$ cat config.mk
export PLATFORM = sky130hd
export DESIGN_NAME = switch_hex_display
export DESIGN_NICKNAME = d
export VERILOG_FILES = /design/src/rtl/seven_seg_pkg.sv /design/src/rtl/switch_debounce.sv /design/src/rtl/switch_hex_display.sv
export SDC_FILE = /design/constraint.sdc
export NUM_CORES = 1
export LEC_CHECK = 0
export ABC_AREA = 1
export CAP_MARGIN = 20
export CORE_UTILIZATION = 65
export CTS_CLUSTER_DIAMETER = 150
export DETAILED_ROUTE_END_ITERATION = 8
export PLACE_DENSITY = 0.86
export SLEW_MARGIN = 20
export SYNTH_ARGS = -nofsm -noshare
export SYNTH_HDL_FRONTEND = slang
export SYNTH_HIERARCHICAL = 1
export SYNTH_SLANG_ARGS = --single-unit
$ cat constraint.sdc
create_clock -name clk -period 8.98 [get_ports clk]
set_clock_uncertainty 0.15 [all_clocks]
set_input_delay 1.796 -clock clk [delete_from_list [all_inputs] [get_ports clk]]
set_output_delay 1.796 -clock clk [all_outputs]
set_load 0.02 [all_outputs]
$ cat src/rtl/seven_seg_pkg.sv
// Shared seven-segment constants and helpers for the switch/hex display slice.
// Segment vectors are ordered gfedcba and are active-low.
package seven_seg_pkg;

    localparam logic [6:0] SEG_0     = 7'b1000000;
    localparam logic [6:0] SEG_1     = 7'b1111001;
    localparam logic [6:0] SEG_2     = 7'b0100100;
    localparam logic [6:0] SEG_3     = 7'b0110000;
    localparam logic [6:0] SEG_4     = 7'b0011001;
    localparam logic [6:0] SEG_5     = 7'b0010010;
    localparam logic [6:0] SEG_6     = 7'b0000010;
    localparam logic [6:0] SEG_7     = 7'b1111000;
    localparam logic [6:0] SEG_8     = 7'b0000000;
    localparam logic [6:0] SEG_9     = 7'b0010000;
    localparam logic [6:0] SEG_A     = 7'b0001000;
    localparam logic [6:0] SEG_B     = 7'b0000011;
    localparam logic [6:0] SEG_C     = 7'b1000110;
    localparam logic [6:0] SEG_D     = 7'b0100001;
    localparam logic [6:0] SEG_E     = 7'b0000110;
    localparam logic [6:0] SEG_F     = 7'b0001110;
    localparam logic [6:0] SEG_R     = 7'b0101111;
    localparam logic [6:0] SEG_BLANK = 7'b1111111;

    // Validity rule selectors
    localparam int VALID_ALL   = 0;
    localparam int VALID_POP02 = 1;

    function automatic logic [6:0] hex_to_seg(input logic [3:0] nib);
        logic [6:0] s;
        unique case (nib)
            4'h0:    s = SEG_0;
            4'h1:    s = SEG_1;
            4'h2:    s = SEG_2;
            4'h3:    s = SEG_3;
            4'h4:    s = SEG_4;
            4'h5:    s = SEG_5;
            4'h6:    s = SEG_6;
            4'h7:    s = SEG_7;
            4'h8:    s = SEG_8;
            4'h9:    s = SEG_9;
            4'hA:    s = SEG_A;
            4'hB:    s = SEG_B;
            4'hC:    s = SEG_C;
            4'hD:    s = SEG_D;
            4'hE:    s = SEG_E;
            default: s = SEG_F;
        endcase
        return s;
    endfunction

endpackage

$ cat src/rtl/switch_debounce.sv
// Two-flop synchroniser plus whole-vector debounce for a switch bank.
// dout follows din once the synchronised value has held for DEB_CYCLES samples.
module switch_debounce #(
    parameter int W          = 8,
    parameter int DEB_CYCLES = 500000
) (
    input  logic         clk,
    input  logic         rst,
    input  logic [W-1:0] din,
    output logic [W-1:0] dout,
    output logic         upd
);

    localparam int          CW       = $clog2(DEB_CYCLES);
    localparam logic [CW-1:0] CNT_LAST = CW'(DEB_CYCLES - 1);
    localparam logic [CW-1:0] CNT_PRE  = CW'(DEB_CYCLES - 2);

    logic [W-1:0]  sync1_q, sync1_d;
    logic [W-1:0]  sync2_q, sync2_d;
    logic [W-1:0]  cand_q,  cand_d;
    logic [CW-1:0] cnt_q,   cnt_d;
    logic [W-1:0]  dout_q,  dout_d;
    logic          upd_q,   upd_d;

    always_comb begin
        sync1_d = din;
        sync2_d = sync1_q;
        cand_d  = cand_q;
        cnt_d   = cnt_q;
        dout_d  = dout_q;
        upd_d   = 1'b0;
        if (sync2_q != cand_q) begin
            cand_d = sync2_q;
            cnt_d  = '0;
        end else begin
            // Saturate so a long-held value cannot wrap into a second accept.
            if (cnt_q != CNT_LAST) begin
                cnt_d = cnt_q + CW'(1);
            end
            if (cnt_q == CNT_PRE && cand_q != dout_q) begin
                dout_d = cand_q;
                upd_d  = 1'b1;
            end
        end
    end

    always_ff @(posedge clk) begin
        if (rst) begin
            sync1_q <= '0;
            sync2_q <= '0;
            cand_q  <= '0;
            cnt_q   <= '0;
            dout_q  <= '0;
            upd_q   <= 1'b0;
        end else begin
            sync1_q <= sync1_d;
            sync2_q <= sync2_d;
            cand_q  <= cand_d;
            cnt_q   <= cnt_d;
            dout_q  <= dout_d;
            upd_q   <= upd_d;
        end
    end

    assign dout = dout_q;
    assign upd  = upd_q;

endmodule

$ cat src/rtl/switch_hex_display.sv
// Debounced switch bank shown as hex on a multiplexed active-low 7-seg display.
// Invalid patterns replace the readout with a blinking "Er".
module switch_hex_display
    import seven_seg_pkg::*;
#(
    parameter int NSW          = 8,
    parameter int DEB_CYCLES   = 500000,
    parameter int SCAN_CYCLES  = 50000,
    parameter int BLINK_CYCLES = 12500000,
    parameter int VALID_MODE   = 1
) (
    input  logic              clk,
    input  logic              rst,
    input  logic [NSW-1:0]    slide_switch,
    output logic [NSW-1:0]    ledout,
    output logic [6:0]        seg,
    output logic [NSW/4-1:0]  an,
    output logic              err,
    output logic              upd
);

    localparam int NDIG = NSW / 4;
    localparam int IW   = (NDIG > 1) ? $clog2(NDIG) : 1;
    localparam int SCW  = $clog2(SCAN_CYCLES);
    localparam int BCW  = $clog2(BLINK_CYCLES);

    localparam logic [IW-1:0]  IDX_LAST   = IW'(NDIG - 1);
    localparam logic [SCW-1:0] SCAN_LAST  = SCW'(SCAN_CYCLES - 1);
    localparam logic [BCW-1:0] BLINK_LAST = BCW'(BLINK_CYCLES - 1);

    logic [NSW-1:0]  led;
    logic            led_upd;

    logic            err_q,       err_d;
    logic [SCW-1:0]  scan_cnt_q,  scan_cnt_d;
    logic [IW-1:0]   idx_q,       idx_d;
    logic [BCW-1:0]  blink_cnt_q, blink_cnt_d;
    logic            blink_off_q, blink_off_d;
    logic [6:0]      seg_q,       seg_d;
    logic [NDIG-1:0] an_q,        an_d;

    logic [4:0]      pop;
    logic            valid;
    logic [3:0]      nib;

    switch_debounce #(
        .W          (NSW),
        .DEB_CYCLES (DEB_CYCLES)
    ) u_debounce (
        .clk  (clk),
        .rst  (rst),
        .din  (slide_switch),
        .dout (led),
        .upd  (led_upd)
    );

    always_comb begin
        pop = '0;
        for (int i = 0; i < NSW; i++) begin
            pop = pop + 5'(led[i]);
        end
        valid = (VALID_MODE == VALID_ALL) || (pop == 5'd0) || (pop == 5'd2);
        err_d = ~valid;
    end

    always_comb begin
        scan_cnt_d = scan_cnt_q + SCW'(1);
        idx_d      = idx_q;
        if (scan_cnt_q == SCAN_LAST) begin
            scan_cnt_d = '0;
            idx_d      = (idx_q == IDX_LAST) ? '0 : idx_q + IW'(1);
        end
    end

    // Holding the blink timer clear while err is low makes every error
    // episode start in the visible phase and leave no residue when it ends.
    always_comb begin
        blink_cnt_d = '0;
        blink_off_d = 1'b0;
        if (err_q) begin
            blink_cnt_d = blink_cnt_q + BCW'(1);
            blink_off_d = blink_off_q;
            if (blink_cnt_q == BLINK_LAST) begin
                blink_cnt_d = '0;
                blink_off_d = ~blink_off_q;
            end
        end
    end

    always_comb begin
        nib = '0;
        for (int k = 0; k < NDIG; k++) begin
            if (idx_q == IW'(k)) begin
                nib = led[4*k +: 4];
            end
        end

        seg_d = hex_to_seg(nib);
        if (err_q) begin
            if (blink_off_q) begin
                seg_d = SEG_BLANK;
            end else if (NDIG == 1) begin
                seg_d = SEG_E;
            end else if (idx_q == IW'(1)) begin
                seg_d = SEG_E;
            end else if (idx_q == IW'(0)) begin
                seg_d = SEG_R;
            end else begin
                seg_d = SEG_BLANK;
            end
        end

        an_d = ~(NDIG'(1) << idx_q);
    end

    always_ff @(posedge clk) begin
        if (rst) begin
            err_q       <= 1'b0;
            scan_cnt_q  <= '0;
            idx_q       <= '0;
            blink_cnt_q <= '0;
            blink_off_q <= 1'b0;
            seg_q       <= SEG_BLANK;
            an_q        <= '1;
        end else begin
            err_q       <= err_d;
            scan_cnt_q  <= scan_cnt_d;
            idx_q       <= idx_d;
            blink_cnt_q <= blink_cnt_d;
            blink_off_q <= blink_off_d;
            seg_q       <= seg_d;
            an_q        <= an_d;
        end
    end

    assign ledout = led;
    assign upd    = led_upd;
    assign err    = err_q;
    assign seg    = seg_q;
    assign an     = an_q;

endmodule

==> reports/metrics.cfg, run 1 <==
[grt]
grt_pass1_wl_um = 18620
grt_max_degree = 32
grt.overflow.total = 0
grt_pass1_vias = 4508
grtUsageTotal = 0.2675
antenna_found_initial = 0

[worst_setup_path]
regToRegSetupSlack_ns = 5.80
crit_required_ns = 7.03
r2r_start = u_debounce/dout[0]
worst-r2r-cell-count = 9
max_stage_delay_ns = 0.66
cp_num_buf_inv = 1
cp-start-kind = flip-flop
crit_cells = 1
critPathCaptureType = primary output
crit_slowest_cell = clkdlybuf4s50_1
cp_max_fo = 5
rr_endpoint = err
cp_cell_sequence = clkdlybuf4s50_1
crit_arrival_ns = 1.48
cp_top_family = buffers and inverters
path_class = reg -> out

[yosys]
synthCells = 763
ys_warn_count = 6
ys_async_sr_fraction = 0
syn_area_um2 = 5309
syn_nets = 791
ys_seq_elements = 104
synth-seq-area-share = 0.3922
synth.distinct_cells = 38
synth_top_cell_area_share = 0.3922
avgSynthCellArea_um2 = 6.958
synth_area_leaders = dfxtp_1 (39%), nand2_1 (14%), nor2_1 (9.8%)
synth_top_area_cell = dfxtp_1
ys.flop_type = dfxtp_1
synth_edf_count = 0

[routing]
firstDrtPassIters = 4
via_per_inst = 5.169
drc = 0
wl_um = 10480
ant_nets = 0
vias = 4657
wl_per_cell_um = 11.63
detail_route.iter0.violations = 182

[clock_tree]
cts_resized = 0
clk_pin_slew_ns = 0.10
clk_root_buffer_cell = clkbuf_8
post_cts_buffers = 0
clock_latency_ns = 0.37
cts_buffer_depth = 2
clock-sinks = 104
cts_tree = built
cts-htree-levels = 3
holdBufCountCts = 0
numCtsBuffers = 9

[sta]
worstMarginPinSlew_ns = 0.6151
finalCritPeriodShare = 0.3820
slew_violations = 0
min_period_ns = 3.430
rsz0062_at_grt = false
setup_violations = 0
tns_ns = 0
slew-limit-headroom = 0.5856
max_freq_mhz = 291.5
setup_ws_ns = 5.550
timing.final.hold_violations = 0

[power]
ir_drop_mv = 0.1288
p_comb_frac = 0.042
p_seq_frac = 0.589
p_sw_frac = 0.2352
internal-power_w = 0.0006145
clock_power_share = 0.370
p_switching_w = 0.0001890
p_leak_nw = 2.275
finalPower_w = 0.0008035
powerDensity_nw_per_um2 = 137.5

[finish]
antenna_cells = 0
fill_cells = 630
final-seq-area_um2 = 2082
layout_commonest_cell = nand2_1
area_growth_syn_to_layout_pct = 10.11
multi_input_area_um2 = 2728
drive_gt1_frac = 0.08260
layout.nets = 822
final_cell_mix = nand2_1 (191), nor2_1 (139), inv_1 (107)

[die]
die_x_um = 92.38
rows = 32
dieArea_um2 = 8533
num_io_pins = 29
dieHeight_um = 92.38
start_util = 0.6800
core_area_um2 = 7807

[worst_hold_path]
holdPathEnd = u_debounce/sync2_q[6]
hold_start = u_debounce/sync1_q[6]
worstHoldPathCells = 2
holdCritPathClass = reg -> reg

[place]
portBuffers = 28
hpwl_um = 7821
place_ws_ns = 5.355
routabilityCongestion = 0.8574

[run]
maxCapViolations = 0

[status]
status = complete, no violations

## final cells by class
| class | count | share of cell area |
|---|---|---|
| sequential | 104 | 0.3562 |
| clock buffer | 9 | 0.02119 |
| timing repair buffer | 29 | 0.04923 |
| clock inverter | 7 | 0.01370 |
| tap | 102 | 0.02183 |
| multi-input combinational | 539 | 0.4666 |
| inverter | 111 | 0.07128 |
## cells by family (layout without fill, tap and decap cells)
kind of cell	after synthesis	in the layout	synth area share
and+or+nand+nor	449	449	0.3757
buffers and inverters	120	156	0.09404
DFF	104	104	0.3922
AOI/OAI and AO/OA	50	50	0.05373
xor gates and xnor gates	22	22	0.03629
adders and majority gates	18	18	0.04808
## power by group through the flow
stage                     clock network [W]  registers [W]   logic, W
after floorplan                           0       0.000485  0.0000207
after global placement                    0       0.000483  0.0000323
after detailed placement                  0       0.000484  0.0000335
after CTS                          0.000304       0.000473  0.0000338
after global routing               0.000323       0.000474  0.0000375
final                              0.000297       0.000473  0.0000336
## worst max path at each step
| stage | end | startpoint | slack, ns |
|---|---|---|---|
| floorplan | err | u_debounce/dout[0] | 5.88 |
| global placement | u_debounce/cnt_q[13] | rst | 5.44 |
| detailed placement | u_debounce/cnt_q[13] | rst | 5.35 |
| CTS | ledout[6] | u_debounce/dout[6] | 5.53 |
| global route | ledout[6] | u_debounce/dout[6] | 5.49 |
| finish | ledout[6] | u_debounce/dout[6] | 5.55 |
## per-layer routing
layer  vias up  track usage  part of all wire
li1       2414            -                 -
met5         -            0                 0
met2        87       0.4994              0.52
met1      2130       0.2965              0.43
met3        26      0.05090             0.030
met4         0       0.1042             0.021
## stage by stage
| step | hold slack (ns) | instance area (µm²) | util | cells |
|---|---|---|---|---|
| final | 0.2562 | 5846 | 0.7487 | 901 |
| after detailed placement | 0.2417 | 5642 | 0.7226 | 885 |
| after CTS | 0.2569 | 5846 | 0.7487 | 901 |
| after global routing | 0.2719 | 5846 | 0.7487 | 901 |
| after global placement | 0.2392 | 5642 | 0.7226 | 885 |
| after floorplan | 0.2383 | 5309 | - | 763 |
## flip-flops by register name, summed over array words and instances, names as in the netlist
name                count
an                      2
blink_cnt_q            24
blink_off_q             1
err                     1
idx_q                   1
scan_cnt_q             16
seg                     7
u_debounce/cand_q       8
u_debounce/cnt_q       19
u_debounce/dout         8
u_debounce/sync1_q      8
u_debounce/sync2_q      8
u_debounce/upd          1
## Yosys cell counts (all sizes together) (2+ instances only)
| library cell | n |
|---|---|
| a21oi | 31 |
| buf | 6 |
| clkbuf | 3 |
| dfxtp | 104 |
| fa | 4 |
| ha | 14 |
| inv | 110 |
| nand2 | 202 |
| nand3 | 48 |
| nand4 | 13 |
| nor2 | 158 |
| nor3 | 12 |
| nor3b | 4 |
| nor4 | 3 |
| o211ai | 2 |
| o21a | 2 |
| o21ai | 12 |
| o21bai | 2 |
| or2 | 8 |
| xnor2 | 11 |
| xor2 | 11 |
(Power assumes the default switching activity.)
==> run 2: changes to the inputs <==
--- a/config.mk
+++ b/config.mk
@@ -7,10 +7,10 @@
 export LEC_CHECK = 0
 export ABC_AREA = 1
 export CAP_MARGIN = 20
-export CORE_UTILIZATION = 65
+export CORE_UTILIZATION = 60
 export CTS_CLUSTER_DIAMETER = 150
 export DETAILED_ROUTE_END_ITERATION = 8
-export PLACE_DENSITY = 0.86
+export PLACE_DENSITY = 0.8
 export SLEW_MARGIN = 20
 export SYNTH_ARGS = -nofsm -noshare
 export SYNTH_HDL_FRONTEND = slang
==> constraint.sdc (replaced) <==
create_clock -name clk -period 3.6 [get_ports clk]
set_clock_uncertainty 0.15 [all_clocks]
set_input_delay 0.72 -clock clk [delete_from_list [all_inputs] [get_ports clk]]
set_output_delay 0.72 -clock clk [all_outputs]
set_load 0.02 [all_outputs]
==> run 2 against run 1 <==
Effect of this change:
- combinational power up 150%
- clock power rose to 2.6 times the previous value
- sequential cell count unchanged
- critical path type is now reg -> reg
- largest power group unchanged
==> reports/metrics.cfg, run 2 (same netlist as run 1, synthesis figures left out) <==
[status]
status = complete, no violations

[die]
dieArea_um2 = 9228  ; +8.1%
start_util = 0.6334  ; -0.04659
core_area_um2 = 8382  ; +7.4%
num_io_pins = 29  ; unchanged
rows = 33  ; +3.1%
die_x_um = 96.07  ; +4.0%
dieHeight_um = 96.07  ; +4.0%

[power]
ir_drop_mv = 0.2477  ; +92%
p_switching_w = 0.0004875  ; +160%
p_sw_frac = 0.2404  ; +0.005198
p_comb_frac = 0.041  ; about the same
powerDensity_nw_per_um2 = 346.3  ; +150%
clock_power_share = 0.377  ; +0.007
internal-power_w = 0.001540  ; +150%
p_seq_frac = 0.582  ; -0.007
p_leak_nw = 2.277  ; +0.11%

[run]
maxCapViolations = 0  ; unchanged

[place]
portBuffers = 28  ; unchanged
place_ws_ns = 0.4999  ; -4.855 ns
dp_cells = 888  ; +0.34%
hpwl_um = 7619  ; -2.6%
routabilityCongestion = 0.9166  ; +6.9%
dpl-instance-area_um2 = 5645  ; about the same

[sta]
tns_ns = 0  ; unchanged
setup_violations = 0  ; unchanged
min_period_ns = 3.121
max_freq_mhz = 320.4
slew-limit-headroom = 0.5186  ; -0.06694
rsz0062_at_grt = false
finalCritPeriodShare = 0.8669
slew_violations = 0  ; unchanged
timing.final.hold_violations = 0  ; unchanged
setup_ws_ns = 0.4791  ; -5.071 ns
worstMarginPinSlew_ns = 0.7145  ; +0.09936 ns

[worst_setup_path]
cp_cell_sequence = inv_1 > fa_1 > fa_1 > fa_1 > inv_1 > ha_1 > fa_1 > o21ai_0 > a21oi_1
max_stage_delay_ns = 0.56  ; -0.10 ns
crit_required_ns = 3.72  ; -3.31 ns
cp_max_fo = 5  ; unchanged
path_class = reg -> reg
regToRegSetupSlack_ns = 0.48  ; -5.32 ns
rr_endpoint = err
crit_arrival_ns = 3.24  ; +1.76 ns
cp-start-kind = flip-flop
r2r_start = u_debounce/dout[0]
critPathCaptureType = flip-flop
cp_num_buf_inv = 2  ; +1
crit_slowest_cell = fa_1
crit_top_cell = fa_1
worst-r2r-cell-count = 9  ; unchanged
cp_top_family = adder cells

[routing]
wl_um = 10070  ; -3.9%
drc = 0  ; unchanged
vias = 4548  ; -2.3%
detail_route.iter0.violations = 118  ; -35%
ant_nets = 0  ; unchanged
firstDrtPassIters = 4  ; unchanged
wl_per_cell_um = 11.13  ; -4.3%
via_per_inst = 5.031  ; -2.7%

[clock_tree]
post_cts_buffers = 0  ; unchanged
numCtsBuffers = 9  ; unchanged
clock-sinks = 104  ; unchanged
clk_pin_slew_ns = 0.10  ; about the same
clock_latency_ns = 0.37  ; about the same
clk_root_buffer_cell = clkbuf_8
cts_resized = 0  ; unchanged
cts-htree-levels = 3  ; unchanged
cts_tree = built
holdBufCountCts = 0  ; unchanged
cts_buffer_depth = 2  ; unchanged

[finish]
fill_cells = 720  ; +14%
area_growth_syn_to_layout_pct = 10.30
drive_gt1_frac = 0.08260  ; unchanged
regMostFlops = blink_cnt_q
layout_commonest_cell = nand2_1
final_cell_mix = nand2_1 (191), nor2_1 (139), inv_1 (107)
fin_area_um2 = 5856  ; +0.17%
layout.nets = 822  ; unchanged
fin_cells = 904  ; +0.33%
reg_top3 = blink_cnt_q: 24 flops, u_debounce/cnt_q: 19 flops, scan_cnt_q: 16 flops
antenna_cells = 0  ; unchanged
largest_reg_flops = 24  ; unchanged

[grt]
grt_pass1_vias = 4323  ; -4.1%
grt_pass1_wl_um = 17600  ; -5.5%
antenna_found_initial = 0  ; unchanged
grt_max_degree = 24  ; -25%
grt.overflow.total = 0  ; unchanged
grtUsageTotal = 0.2402  ; -0.02728

[worst_hold_path]
holdCritPathClass = reg -> reg
holdPathEnd = u_debounce/sync2_q[5]
worstHoldPathCells = 2  ; unchanged
hold_start = u_debounce/sync1_q[5]

run 2: changes by cell type in the layout (fill, tap and decap cells not counted):
cell	delta
clkinv_2	-1
clkinv_4	-1
inv_6	+1
inv_8	+1
run 2: per-stage QoR:
stage,utilization,power [W],hold slack (ns)
after detailed placement,0.6735,0.001290,0.2444
after global routing,0.6986,0.002107,0.2754
after CTS,0.6986,0.002047,0.2598
final,0.6986,0.002028,0.2597
after floorplan,-,0.001261,0.2383
after global placement,0.6735,0.001287,0.2395
run 2: worst max-delay path by stage:
stage               slack [ns]   to  cells past startpoint          startpoint
finish                    0.48  err                      9  u_debounce/dout[0]
global route              0.27  err                      9  u_debounce/dout[0]
CTS                       0.47  err                      9  u_debounce/dout[0]
detailed placement        0.50  err                      9  u_debounce/dout[0]
global placement          0.60  err                      9  u_debounce/dout[0]
floorplan                 0.50  err                      9  u_debounce/dout[0]
run 2: final cells by class:
cell class              count  area (µm²)  share of cell area
clock buffers               9       123.9             0.02115
clock inverters             7       86.33             0.01474
inverters                 111       416.7             0.07115
multi-input cells         539        2728              0.4658
flip-flops and latches    104        2082              0.3556
well taps                 105       131.4             0.02244
repair buffers             29       287.8             0.04915
run 2: power groups by stage:
stage	clock network, W	logic [W]	registers (W)
final	0.000765	0.0000833	0.00118
after global routing	0.000831	0.0000938	0.00118
after CTS	0.000783	0.0000845	0.00118
after detailed placement	0	0.0000843	0.00121
after global placement	0	0.0000819	0.00121
after floorplan	0	0.0000516	0.00121
run 2: worst min-delay path, delay by kind of cell (launching register included):
kind	cells	cell delay, ns
buf+inv	1	0.04
flops	1	0.31
simple gates	1	0.03
run 2: layer usage:
layer	track usage	vias up	share of wire
li1	-	2410	-
met1	0.2638	2067	0.45
met2	0.4521	56	0.51
met3	0.05055	15	0.024
met4	0.08333	0	0.017
met5	0	-	0
==> run 3: changes to the inputs <==
--- a/config.mk
+++ b/config.mk
@@ -9,6 +9,7 @@
 export CAP_MARGIN = 20
 export CORE_UTILIZATION = 60
 export CTS_CLUSTER_DIAMETER = 150
+export CTS_CLUSTER_SIZE = 8
 export DETAILED_ROUTE_END_ITERATION = 8
 export PLACE_DENSITY = 0.8
 export SLEW_MARGIN = 20
==> results of run 3 <==
Final layout, timing and power as in run 2 (identical DEF).
